## src/rtl/mismatch_monitor.sv

```systemverilog
// mismatch_monitor: checker lock, windowed error budget and sticky halt.
// Optional loss-of-lock path is built when MISMATCH_MON_LOL_EN is defined.
module mismatch_monitor #(
  parameter int VALID_LATENCY = 3,
  parameter int LOCK_WORDS    = 64,
  parameter int WIN_LOG2      = 10,
  parameter int ERR_THRESH    = 16,
  parameter int CNT_W         = 16,
  parameter int LOL_RUN       = 8
) (
  input  logic             clk,
  input  logic             arst_n,
  input  logic             enable,
  input  logic             clear,
  input  logic             din_valid,
  input  logic             mismatch,
  output logic             locked,
  output logic             halt,
  output logic [1:0]       state,
  output logic [CNT_W-1:0] err_cnt,
  output logic [CNT_W-1:0] word_cnt,
  output logic [7:0]       lol_cnt
);

  typedef enum logic [1:0] {
    IDLE    = 2'd0,
    ACQUIRE = 2'd1,
    LOCKED  = 2'd2,
    HALTED  = 2'd3
  } st_t;

  localparam int RUN_W = $clog2(LOCK_WORDS + 1);
  localparam int WE_W  = WIN_LOG2 + 1;

  st_t                      st;
  logic [VALID_LATENCY-1:0] dly;
  logic [RUN_W-1:0]         run;
  logic [WIN_LOG2-1:0]      win_cnt;
  logic [WE_W-1:0]          win_err;
  logic                     chk;
  logic                     err;
  logic                     win_last;
  logic                     thr_hit;
  logic                     lock_hit;
  logic                     lol_hit;

  assign state    = st;
  assign chk      = dly[VALID_LATENCY-1];
  assign err      = chk & mismatch;
  assign win_last = chk & (&win_cnt);
  assign thr_hit  = err &
    ((win_err + WE_W'(1)) >= WE_W'(ERR_THRESH));
  assign lock_hit = chk & ~mismatch &
    ((run + RUN_W'(1)) == RUN_W'(LOCK_WORDS));

`ifdef MISMATCH_MON_LOL_EN
  localparam int LR_W = $clog2(LOL_RUN + 1);

  logic [LR_W-1:0] lol_run;

  assign lol_hit = err &
    ((lol_run + LR_W'(1)) == LR_W'(LOL_RUN));

  always_ff @(posedge clk or negedge arst_n) begin
    if (!arst_n) begin
      lol_run <= '0;
      lol_cnt <= '0;
    end else if (clear) begin
      lol_run <= '0;
      lol_cnt <= '0;
    end else if (st != LOCKED || !enable) begin
      lol_run <= '0;
    end else if (lol_hit && !thr_hit) begin
      lol_run <= '0;
      lol_cnt <= (&lol_cnt) ? lol_cnt : lol_cnt + 8'd1;
    end else if (err) begin
      lol_run <= lol_run + LR_W'(1);
    end else if (chk) begin
      lol_run <= '0;
    end
  end
`else
  assign lol_hit = 1'b0;
  assign lol_cnt = '0;
`endif

  always_ff @(posedge clk or negedge arst_n) begin
    if (!arst_n) begin
      dly      <= '0;
      st       <= IDLE;
      locked   <= 1'b0;
      halt     <= 1'b0;
      run      <= '0;
      win_cnt  <= '0;
      win_err  <= '0;
      err_cnt  <= '0;
      word_cnt <= '0;
    end else begin
      dly <= VALID_LATENCY'({dly, din_valid});
      if (clear) begin
        st       <= enable ? ACQUIRE : IDLE;
        locked   <= 1'b0;
        halt     <= 1'b0;
        run      <= '0;
        win_cnt  <= '0;
        win_err  <= '0;
        err_cnt  <= '0;
        word_cnt <= '0;
      end else if (st == HALTED) begin
        halt <= 1'b1;
      end else if (!enable) begin
        st      <= IDLE;
        locked  <= 1'b0;
        run     <= '0;
        win_cnt <= '0;
        win_err <= '0;
      end else begin
        unique case (1'b1)
          (st == IDLE): st <= ACQUIRE;
          (st == ACQUIRE): begin
            if (lock_hit) begin
              st     <= LOCKED;
              locked <= 1'b1;
              run    <= '0;
            end else if (err) begin
              run <= '0;
            end else if (chk) begin
              run <= run + RUN_W'(1);
            end
          end
          (st == LOCKED): begin
            if (chk) begin
              win_cnt  <= win_cnt + WIN_LOG2'(1);
              word_cnt <= (&word_cnt) ? word_cnt
                                      : word_cnt + CNT_W'(1);
            end
            if (err)
              err_cnt <= (&err_cnt) ? err_cnt
                                    : err_cnt + CNT_W'(1);
            // halt outranks both loss-of-lock and the window clear
            if (thr_hit) begin
              st      <= HALTED;
              locked  <= 1'b0;
              halt    <= 1'b1;
              win_err <= win_err + WE_W'(1);
            end else if (lol_hit) begin
              st      <= ACQUIRE;
              locked  <= 1'b0;
              win_cnt <= '0;
              win_err <= '0;
            end else if (win_last) begin
              win_err <= '0;
            end else if (err) begin
              win_err <= win_err + WE_W'(1);
            end
          end
          default: st <= st;
        endcase
      end
    end
  end

endmodule

```

## config.mk

```make
export PLATFORM = sky130hd
export DESIGN_NAME = mismatch_monitor
export DESIGN_NICKNAME = d
export VERILOG_FILES = /design/src/rtl/mismatch_monitor.sv
export SDC_FILE = /design/constraint.sdc
export NUM_CORES = 1
export LEC_CHECK = 0
export CORE_MARGIN = 2
export CORE_UTILIZATION = 52
export CTS_CLUSTER_DIAMETER = 60
export DETAILED_ROUTE_END_ITERATION = 10
export DONT_BUFFER_PORTS = 1
export PLACE_DENSITY = 0.67
export SLEW_MARGIN = 20
export SYNTH_ARGS = -nofsm -noshare
export SYNTH_HDL_FRONTEND = slang
export SYNTH_SLANG_ARGS = --single-unit
export TNS_END_PERCENT = 5
```

## constraint.sdc

```tcl
create_clock -name clk -period 2.98 [get_ports clk]
set_input_delay 0.298 -clock clk [delete_from_list [all_inputs] [get_ports clk]]
set_output_delay 0.298 -clock clk [all_outputs]
set_load 0.005 [all_outputs]
```

==> metrics.md, run 1 <==
| Metric | Value |
|---|---|
| Outcome | finished, final reports clean |
| Endpoint of the most critical setup path | win_err[6] |
| Resize count post-CTS | 0 |
| Library cells used by synthesis | 55 |
| Tcrit/Tclk final | between 90% and 100% |
| # port buffers | 0 |
| Unrepaired setup endpoints after global routing | false |
| Peak ir drop on the vdd network | about 0.26 mV |
| Area of the die | 0.00797 sq mm |
| Combinational group share of total power | approximately 6.3% |
| Number of warning messages in the yosys log | 0 |
| Share of the yosys chip area belonging to registers | between 40 and 50% |
| Total half-perimeter wirelength after legalization and detailed placement | 5.05 mm |
| Overall routing resource usage | 20.0% |
| Number of instances in the synthesized netlist | around 400 |
| Number of fillers in the final layout | 653 |
| Launch point of the worst path | win_err[0] |
| Top flip-flop cell by instance count after synthesis | sky130_fd_sc_hd__dfrtp_1 |
| Post-synth EDFFs | 0 |
| Antenna Cells | 0 |
| Total negative setup slack | 0 ps |
| Leakage power | 1.77 nW |
| Fraction of layout instances using a drive strength above 1 | under 10% |
| Number of clock sinks | between 60 and 70 |
| Final Power | around 1.8 mW |
| WL per Instance | roughly 15 um |
| Maximum number of pins on one net before global-route repair | 68 |
| Reported max-cap violation count | 0 |
| Global-route wire length before repair | roughly 12 mm |
| Highest attainable clock frequency | about 370 MHz |
| Kind of start point of the critical path | flop |
| Area of the mapped netlist | about 0.0038 sq mm |
| Final max-slew violation count | 0 |
| Wire length after detailed routing | 7.66 mm |
| Synth async-reset ratio | 100% |
| Mean Syn Cell Area | between 9 and 10 sq um |
| Flop and latch count out of synthesis | 67 |
| Via count of the first global-routing pass | between 2k and 3k |
| Height of the die | around 89 um |
| Number of buffers added by the clock tree synthesis step | 9 |
| Worst slew margin relative to its limit | 50.6% |
| TritonCTS clock tree | done |
| Crit path required time | ~3200 ps |
| Number of setup violations in the final report | 0 |
| Synthesis-to-finish area growth | 8.31% |
| Number of H-tree levels | 3 |
| Clock slew seen by the registers of the worst setup and hold paths | roughly 70 ps |
| Final GP Congestion | around 0.8 |
| Endpoint kind of the worst setup timing path | flop |
| Hold Violations, Final | 0 |
| Drt first pass iters | 4 |
| Hold buffers post-CTS | 4 |
| DRC violation total after the first TritonRoute iteration | between 90 and 100 |
| Width of the die | about 89 um |
| Register share of total power | 52.1% |
| Initial core utilization | between 50% and 60% |
| Antenna violations before repair | 0 |
| Vias per inst | between 5 and 6 |
| Worst-margin pin slew | 736 ps |
| Number of nets with antenna violations after routing | 0 |
| PwrDens | ~440 mW/mm^2 |
| Clk root buf | sky130_fd_sc_hd__clkbuf_8 |
| DRC | 0 |
| Nets | 424 |
| Standard-cell rows | 31 |
| Post-route minimum period | between 2000 and 3000 ps |
| Clock network latency to the later pin of the worst-skew pair | 350 ps |
| Highest net fanout along the worst path | 15 |
| Sum of overflow across all layers after global routing | 0 |
| Number of buffers added for setup after CTS | 0 |
| Max clock buf depth | 2 |
| Number of placed I/O pins | 50 |
| Beginning of the worst register-to-register path | win_err[0] |
| Clock network power share | 41.6% |
| Switching component of the power | roughly 450 uW |
| Data arrival, critical path | 2940 ps |
| Core area | just over 0.007 sq mm |
| Worst-case clock skew | roughly 7.5 ps |
| Worst setup path category | reg -> reg |
| Capturing point of the worst reg2reg path | win_err[6] |
| Detailed-route via count | between 2k and 3k |
| Reg2reg path depth | 7 |
| Worst hold-check path type | in -> reg |
| Cell-internal power | between 1 and 1.5 mW |
| Worst setup slack for register-to-register paths | 280 ps |
| Switching power share of the total | around a quarter |
## worst min-delay path by stage
stage / startpoint / end / slack (ps) / cells past startpoint
6_report: clear / word_cnt[5] / 20 / 1
5_1_grt: clear / err_cnt[2] / 2 / 1
4_1_cts: clear / word_cnt[6] / 0.3 / 1
3_5_place_dp: arst_n / run[6] / 4 / 0
3_3_place_gp: arst_n / run[6] / 4 / 0
2_1_floorplan: arst_n / dly[0] / 2 / 0
## state kept, by name, summed over array words and instances (netlist names)
signal    cells
dly           3
err_cnt      16
halt          1
locked        1
run           7
state         2
win_cnt      10
win_err      11
word_cnt     16
## area by class of cell
| type | count | area [sq um] | share of cell area, % |
|---|---|---|---|
| Sequential cell | 67 | 1680 | 40.9 |
| Multi-Input combinational cell | 310 | 1970 | 48.2 |
| Tap cell | 99 | 124 | 3.02 |
| Clock buffer | 10 | 128 | 3.12 |
| Timing Repair Buffer | 8 | 87.6 | 2.14 |
| Inverter | 11 | 41.3 | 1.01 |
| Clock inverter | 6 | 66.3 | 1.62 |
## cell usage in the layout, fill, tap and decap left out, drive strengths merged, types with 3 or more instances in the layout
master        n
a21boi        3
or3           3
mux2i         3
o31ai         4
nor2b         6
a311oi        3
conb          8
o21ai        21
and4          9
nand3        23
nor3b         3
dlygate4sd3   3
and3         12
ha           11
clkbuf       10
nor3          4
buf           5
nor2         55
or4           3
a21oi        10
a2111oi       3
inv          11
dfrtp        67
nand2        32
o21bai        4
nand3b        3
xor2         28
nand4        12
xnor2        10
clkinvlp      3
a21o          6
nand2b        5
## logic make-up after synthesis
| family | after synthesis | share of synthesized area (%) |
|---|---|---|
| AOI/OAI and AO/OA | 76 | 14.7 |
| xor gates and xnor gates | 38 | 8.80 |
| adders and majority gates | 11 | 3.64 |
| buffers and inverters | 32 | 4.20 |
| DFF | 67 | 44.3 |
| muxes | 3 | 0.794 |
| other | 1 | 0.0992 |
| and+or+nand+nor | 174 | 23.4 |
## cell usage after synthesis (2+ instances only)
master	number	share of area, %
sky130_fd_sc_hd__o21bai_1	3	0.60
sky130_fd_sc_hd__a21oi_1	10	1.3
sky130_fd_sc_hd__o22a_1	2	0.46
sky130_fd_sc_hd__buf_4	9	1.8
sky130_fd_sc_hd__inv_1	11	1.1
sky130_fd_sc_hd__and2_1	2	0.33
sky130_fd_sc_hd__xor2_1	28	6.5
sky130_fd_sc_hd__o211ai_1	2	0.40
sky130_fd_sc_hd__buf_2	3	0.40
sky130_fd_sc_hd__or4_1	2	0.40
sky130_fd_sc_hd__nand3b_1	3	0.60
sky130_fd_sc_hd__nor2b_1	6	0.99
sky130_fd_sc_hd__and4_1	9	2.1
sky130_fd_sc_hd__nand3_1	23	3.0
sky130_fd_sc_hd__and3_1	12	2.0
sky130_fd_sc_hd__a211oi_1	2	0.40
sky130_fd_sc_hd__a2111oi_0	2	0.46
sky130_fd_sc_hd__nand2b_1	5	0.83
sky130_fd_sc_hd__a311oi_1	3	0.70
sky130_fd_sc_hd__dfrtp_1	67	44
sky130_fd_sc_hd__nor3_1	4	0.53
sky130_fd_sc_hd__or3_1	3	0.50
sky130_fd_sc_hd__mux2i_1	3	0.79
sky130_fd_sc_hd__nor2_1	55	5.5
sky130_fd_sc_hd__nand4_1	12	2.0
sky130_fd_sc_hd__nand2_1	32	3.2
sky130_fd_sc_hd__a211o_1	2	0.46
sky130_fd_sc_hd__a41oi_1	2	0.46
sky130_fd_sc_hd__xnor2_1	10	2.3
sky130_fd_sc_hd__o2111ai_1	2	0.46
sky130_fd_sc_hd__nor3b_1	3	0.60
sky130_fd_sc_hd__a22oi_1	2	0.40
sky130_fd_sc_hd__o21ai_0	21	2.8
sky130_fd_sc_hd__a21o_1	6	1.2
sky130_fd_sc_hd__clkbuf_1	8	0.79
sky130_fd_sc_hd__ha_1	11	3.6
sky130_fd_sc_hd__o31ai_1	4	0.79
## through the flow
step	std cells	instance area [sq um]	utilization, %	hold slack (ps)	worst slack (ps)
detailed placement	491	3840	53.9	4.26	285
finish	511	4100	57.4	16.5	277
global route	511	4100	57.4	2.21	3.94
global placement	491	3840	53.9	4.01	376
CTS	511	4100	57.4	0.269	262
floorplan	409	3810	-	2.41	617
## per-layer routing
layer  part of all wire, %  global-route usage (%)
met1                    48                    26.9
met2                    46                    30.8
met3                   4.3                    5.08
met4                   1.9                    8.55
met5                     0                       0
## worst max-delay path: stages, from the launching register on
cell and delay (ps):
sky130_fd_sc_hd__dfrtp_1 470, sky130_fd_sc_hd__ha_1 320, sky130_fd_sc_hd__or4_4 520, sky130_fd_sc_hd__a2111oi_4 370, sky130_fd_sc_hd__nor2_1 90, sky130_fd_sc_hd__o21bai_2 450
sky130_fd_sc_hd__o21ai_0 180, sky130_fd_sc_hd__a21o_1 200
## power by group through the flow
stage | Combinational [mW] | Clock [mW] | Sequential, mW
2_1_floorplan | 0.0827 | 0 | 0.946
3_3_place_gp | 0.0824 | 0 | 0.950
3_5_place_dp | 0.0826 | 0 | 0.951
4_1_cts | 0.114 | 0.770 | 0.933
5_1_grt | 0.130 | 0.808 | 0.935
6_report | 0.113 | 0.745 | 0.933
Note: power is estimated with default switching activity, not from simulation.
==> run 2, diff against run 1 <==
--- a/config.mk
+++ b/config.mk
@@ -6,11 +6,11 @@
 export NUM_CORES = 1
 export LEC_CHECK = 0
 export CORE_MARGIN = 2
-export CORE_UTILIZATION = 52
+export CORE_UTILIZATION = 60
 export CTS_CLUSTER_DIAMETER = 60
 export DETAILED_ROUTE_END_ITERATION = 10
 export DONT_BUFFER_PORTS = 1
-export PLACE_DENSITY = 0.67
+export PLACE_DENSITY = 0.76
 export SLEW_MARGIN = 20
 export SYNTH_ARGS = -nofsm -noshare
 export SYNTH_HDL_FRONTEND = slang
==> metrics.md, run 2 (synthesis gave the netlist of run 1 again) <==
| Metric | Value |
|---|---|
| Drt first pass iters | 4 (unchanged) |
| Worst hold-check path type | in -> reg |
| Core area | 0.00599 sq mm (-16%) |
| Clock slew seen by the registers of the worst setup and hold paths | 70 ps (about the same) |
| Antenna violations before repair | 0 (unchanged) |
| WL per Instance | 16.2 um (+7.7%) |
| Width of the die | 83.4 um (-6.6%) |
| Final GP Congestion | 0.867 (+8.2%) |
| Total negative setup slack | 0 ps (unchanged) |
| # port buffers | 0 (unchanged) |
| DRC violation total after the first TritonRoute iteration | 153 (+56%) |
| Number of nets with antenna violations after routing | 0 (unchanged) |
| Number of setup violations in the final report | 0 (unchanged) |
| Post-layout util | 68.6% (+11 points) |
| Antenna Cells | 0 (unchanged) |
| Crit path required time | 3230 ps (about the same) |
| Worst setup slack for register-to-register paths | 300 ps (+20 ps) |
| Synthesis-to-finish area growth | 8.64% |
| Cell area after layout | 0.00411 sq mm (+0.31%) |
| Reported max-cap violation count | 0 (unchanged) |
| Slowest cell on the critical path | sky130_fd_sc_hd__dfrtp_1 |
| Most common cell after layout, fill and taps aside | sky130_fd_sc_hd__dfrtp_1 |
| Highest net fanout along the worst path | 15 (unchanged) |
| Wire length after detailed routing | 7.90 mm (+3.1%) |
| Tcrit/Tclk final | 90.0% (-0.75 points) |
| Clk root buf | sky130_fd_sc_hd__clkbuf_8 |
| Biggest registers after layout | err_cnt: 16 flops, word_cnt: 16 flops, win_err: 11 flops |
| Commonest cells after routing, fill and taps aside | sky130_fd_sc_hd__dfrtp_1, sky130_fd_sc_hd__nor2_1, sky130_fd_sc_hd__nand2_1, sky130_fd_sc_hd__xor2_1, sky130_fd_sc_hd__nand3_1 |
| Number of fillers in the final layout | 451 (-31%) |
| PwrDens | 455 mW/mm^2 (+4.1%) |
| TritonCTS clock tree | done |
| Unrepaired setup endpoints after global routing | false |
| Initial core utilization | 63.1% (+10 points) |
| Number of H-tree levels | 3 (unchanged) |
| Height of the die | 83.4 um (-6.6%) |
| Post-route minimum period | 2680 ps (-22.5 ps) |
| Nets | 427 (+0.71%) |
| Standard-cell rows | 28 (-9.7%) |
| Endpoint kind of the worst setup timing path | flop |
| Worst-case clock skew | 13.3 ps (+5.80 ps) |
| DRC | 0 (unchanged) |
| Kind of start point of the critical path | flop |
| Worst slew margin relative to its limit | 51.3% (+0.74 points) |
| Count of cell instances traversed by the critical path | 7 (unchanged) |
| Number of clock sinks | 67 (unchanged) |
| Resize count post-CTS | 0 (unchanged) |
| Outcome | finished, final reports clean |
| Leakage power | 1.80 nW (+1.7%) |
| Global-route wire length before repair | 13.2 mm (+8.2%) |
| Max clock buf depth | 2 (unchanged) |
| Number of placed I/O pins | 50 (unchanged) |
| Area of the die | 0.00695 sq mm (-13%) |
| Peak ir drop on the vdd network | 0.313 mV (+21%) |
| Vias per inst | 6.03 (+9.2%) |
| Buf/Inv on CP | 0 (unchanged) |
| Biggest cell delay along the critical path | 460 ps (-60 ps) |
| Highest attainable clock frequency | 373 MHz (+0.84%) |
| Reg2reg path depth | 7 (unchanged) |
| Maximum number of pins on one net before global-route repair | 68 (unchanged) |
| Data arrival, critical path | 2930 ps (about the same) |
| Fraction of layout instances using a drive strength above 1 | 6.28% (-0.27 points) |
| Sum of overflow across all layers after global routing | 0 (unchanged) |
| Total half-perimeter wirelength after legalization and detailed placement | 5.14 mm (+1.8%) |
| Worst setup path category | reg -> reg |
| Via count of the first global-routing pass | 2717 (+4.5%) |
| Worst hold path stage count | 1 (unchanged) |
| Detailed-route via count | 2949 (+4.5%) |
| Crit path max-delay family | compound AO/OA/AOI/OAI gates |
| Worst-margin pin slew | 725 ps (-11.0 ps) |
| Hold Violations, Final | 0 (unchanged) |
| Overall routing resource usage | 23.3% (+3.3 points) |
| Placement-stage cell area | 0.00381 sq mm (-0.78%) |
| Clock network latency to the later pin of the worst-skew pair | 360 ps (about the same) |
| Final max-slew violation count | 0 (unchanged) |
| Cells along the critical path | ha_1 -> and3_1 -> or4_1 -> a211o_1 -> o21bai_2 -> o21ai_0 -> a21o_1 |
| Number of buffers added by the clock tree synthesis step | 9 (unchanged) |
## run 2: cell count changes in the layout (fill, tap and decap cells not counted)
cell	before	now
sky130_fd_sc_hd__dlygate4sd3_1	3	6
sky130_fd_sc_hd__bufinv_16	1	2
sky130_fd_sc_hd__clkinv_2	1	2
sky130_fd_sc_hd__clkinvlp_4	3	0
## run 2: what timing repair did
action                    in CTS  in global routing
hold buffers                   6                  1
hold endpoints to repair      80                 10
setup buffers                  0                  0
## run 2: stage by stage
stage	hold slack, ps	power [mW]	setup WS, ps	instances
after floorplan	2.41	1.03	617	409
after global placement	3.85	1.03	403	467
after detailed placement	3.71	1.03	314	467
after CTS	1.28	1.87	309	488
after global routing	5.21	1.94	126	489
final	18.0	1.87	299	489
## run 2: report_power, final
part	internal, mW	switching (mW)
logic	0.0424	0.0770
clock network	0.465	0.353
registers	0.919	0.0144
## run 2: layer usage
layer / GRT usage [%] / share of wire [%] / wire (um) / vias to the layer above
met5: 0 / 0 / 0 / -
met4: 8.35 / 1.3 / 99 / 0
met2: 35.3 / 45 / 3580 / 71
li1: - / - / - / 1430
met3: 7.55 / 6.3 / 497 / 9
met1: 31.6 / 47 / 3720 / 1439
## run 2: area by class of cell
cell class	count	area (sq um)	share of cell area (%)
multi-input combinational	310	1970	48.0
sequential	67	1680	40.8
clock buffer	10	128	3.11
timing repair buffer	11	118	2.86
tap	75	93.8	2.28
clock inverter	5	78.8	1.92
inverter	11	41.3	1.01
## run 2: final timing paths
kind | startpoint | endpoint
setup / recovery | win_err[0] | win_err[6]
hold / removal | clear | word_cnt[14]
setup reg to reg | win_err[0] | win_err[6]
hold reg to reg | dly[1] | dly[2]
max in group asynchronous | arst_n | run[6]
min in group asynchronous | arst_n | err_cnt[5]
==> run 3, diff against run 2 <==
==> constraint.sdc (replaced) <==
create_clock -name clk -period 2.98 [get_ports clk]
set_input_delay 0.596 -clock clk [delete_from_list [all_inputs] [get_ports clk]]
set_output_delay 0.596 -clock clk [all_outputs]
set_load 0.005 [all_outputs]
==> metrics.md, run 3 (synthesis gave the netlist of run 1 again) <==
| Metric | Value |
|---|---|
| Total negative setup slack | 0 ps (unchanged) |
| Outcome | finished, final reports clean |
| Highest attainable clock frequency | 373 MHz (about the same) |
| Most common cell after layout, fill and taps aside | sky130_fd_sc_hd__dfrtp_1 |
| Routed met1 length | 3.49 mm (-6.1%) |
| Slowest cell on the critical path | sky130_fd_sc_hd__dfrtp_1 |
| Kind of start point of the critical path | flop |
| Number of setup violations in the final report | 0 (unchanged) |
| Antenna Cells | 0 (unchanged) |
| Highest net fanout along the worst path | 15 (unchanged) |
| Final GP Congestion | 0.867 (unchanged) |
| Number of buffers added for setup after CTS | 0 (unchanged) |
| WL per Instance | 15.6 um (-3.6%) |
| Capturing point of the worst reg2reg path | win_err[6] |
| Vias per inst | 6.05 (+0.25%) |
| Reg2reg path depth | 7 (unchanged) |
| Commonest cells after routing, fill and taps aside | sky130_fd_sc_hd__dfrtp_1, sky130_fd_sc_hd__nor2_1, sky130_fd_sc_hd__nand2_1, sky130_fd_sc_hd__xor2_1, sky130_fd_sc_hd__nand3_1 |
| Worst-margin pin slew | 717 ps (-7.84 ps) |
| Resize count post-CTS | 0 (unchanged) |
| Hold Violations, Final | 0 (unchanged) |
| Core area | 0.00599 sq mm (unchanged) |
| Number of buffers added by the clock tree synthesis step | 9 (unchanged) |
| Biggest registers after layout | err_cnt: 16 flops, word_cnt: 16 flops, win_err: 11 flops |
| DRC violation total after the first TritonRoute iteration | 171 (+12%) |
| Worst hold-check path type | in -> async |
| Hold buffers post-CTS | 1 (-5) |
| Maximum number of pins on one net before global-route repair | 68 (unchanged) |
| Number of fillers in the final layout | 456 (+1.1%) |
| Sum of overflow across all layers after global routing | 0 (unchanged) |
| Clk root buf | sky130_fd_sc_hd__clkbuf_8 |
| Launch point of the worst path | win_err[0] |
| Global-route wire length before repair | 12.7 mm (-3.2%) |
| Clock slew seen by the registers of the worst setup and hold paths | 80 ps (about the same) |
| Endpoint kind of the worst setup timing path | flop |
| Initial core utilization | 63.1% (unchanged) |
| Antenna violations before repair | 0 (unchanged) |
| DRC | 0 (unchanged) |
| Fraction of layout instances using a drive strength above 1 | 6.37% (+0.092 points) |
| Worst slew margin relative to its limit | 51.9% (+0.53 points) |
| Width of the die | 83.4 um (unchanged) |
| Peak ir drop on the vdd network | 0.314 mV (+0.19%) |
| Beginning of the worst register-to-register path | win_err[0] |
| Number of clock sinks | 67 (unchanged) |
| Drt first pass iters | 5 (+1) |
| Clock network latency to the later pin of the worst-skew pair | 360 ps (about the same) |
| PwrDens | 458 mW/mm^2 (+0.53%) |
| Crit path required time | 3220 ps (about the same) |
| Detailed route wirelength on metal2 | 3.48 mm (-2.8%) |
| Storage cell area | 0.00168 sq mm (unchanged) |
| TritonCTS clock tree | done |
| Endpoint of the most critical setup path | win_err[6] |
| Number of nets with antenna violations after routing | 0 (unchanged) |
| Overall routing resource usage | 22.5% (-0.85 points) |
| # port buffers | 0 (unchanged) |
| Area occupied by multi-input gates | 0.00197 sq mm (unchanged) |
| Worst-case clock skew | 13.6 ps (+0.277 ps) |
| Reported max-cap violation count | 0 (unchanged) |
| Total half-perimeter wirelength after legalization and detailed placement | 5.14 mm (unchanged) |
| Tcrit/Tclk final | 90.0% (about the same) |
| Final max-slew violation count | 0 (unchanged) |
| Total length of routed met3 wires | 462 um (-7.0%) |
| Top Metal Used | met4 |
| Max clock buf depth | 2 (unchanged) |
| Number of H-tree levels | 3 (unchanged) |
| Wire length after detailed routing | 7.52 mm (-4.8%) |
| Detailed-route via count | 2920 (-0.98%) |
| Area of the die | 0.00695 sq mm (unchanged) |
| Leakage power | 1.78 nW (-1.4%) |
| Nets | 421 (-1.4%) |
| Standard-cell rows | 28 (unchanged) |
| Number of placed I/O pins | 50 (unchanged) |
| Height of the die | 83.4 um (unchanged) |
| Worst setup slack for register-to-register paths | 300 ps (about the same) |
| Cells along the critical path | ha_1 -> and3_1 -> or4_1 -> a211o_1 -> o21bai_2 -> o21ai_0 -> a21o_1 |
| Synthesis-to-finish area growth | 7.05% |
| Via count of the first global-routing pass | 2687 (-1.1%) |
| Data arrival, critical path | 2930 ps (about the same) |
| Biggest cell delay along the critical path | 470 ps (about the same) |
| Final-layout worst hold slack | 115 ps (+97.0 ps) |
| Post-route minimum period | 2680 ps (+2.12 ps) |
| Unrepaired setup endpoints after global routing | false |
| Worst setup path category | reg -> reg |
run 3: cell count changes in the layout (fill, tap and decap cells not counted):
cell / before / now
sky130_fd_sc_hd__dlygate4sd3_1: 6 / 0
run 3: worst max-delay path, delay by kind of cell, from the launching register on:
kind,cells,cell delay [ps]
adder cells (fa/ha/maj),1,310
AO/OA/AOI/OAI,4,1130
flip-flops,1,470
AND/OR/NAND/NOR,2,670
run 3: report_power, final:
part / switching (mW) / internal, mW
clock: 0.350 / 0.465
combinational: 0.0668 / 0.0373
sequential: 0.0146 / 0.919
total: 0.432 / 1.42
run 3: worst min-delay path by stage:
stage | cells after the start | endpoint
4_1_cts | 1 | err_cnt[5]
3_5_place_dp | 0 | run[6]
2_1_floorplan | 0 | dly[0]
5_1_grt | 1 | err_cnt[5]
6_report | 1 | err_cnt[5]
3_3_place_gp | 0 | run[3]
run 3: per-stage QoR:
step	area, sq um	instances	setup WS (ps)	power (mW)	utilization (%)
after global placement	3810	467	403	1.03	63.7
after floorplan	3810	409	617	1.03	-
after detailed placement	3810	467	314	1.03	63.7
final	4050	483	297	1.85	67.6
after CTS	4050	483	309	1.86	67.6
after global routing	4050	483	140	1.92	67.6
run 3: area by class of cell:
cell class	count	area share (%)
well taps	75	2.32
inverters	11	1.02
clock buffers	10	3.15
clock inverters	5	1.95
multi-input cells	310	48.7
repair buffers	5	1.42
flip-flops and latches	67	41.4
run 3: routing by layer:
layer	up-vias	track usage [%]
met5	-	0
met4	0	8.35
met3	8	7.46
met2	76	34.0
met1	1421	30.2
li1	1415	-
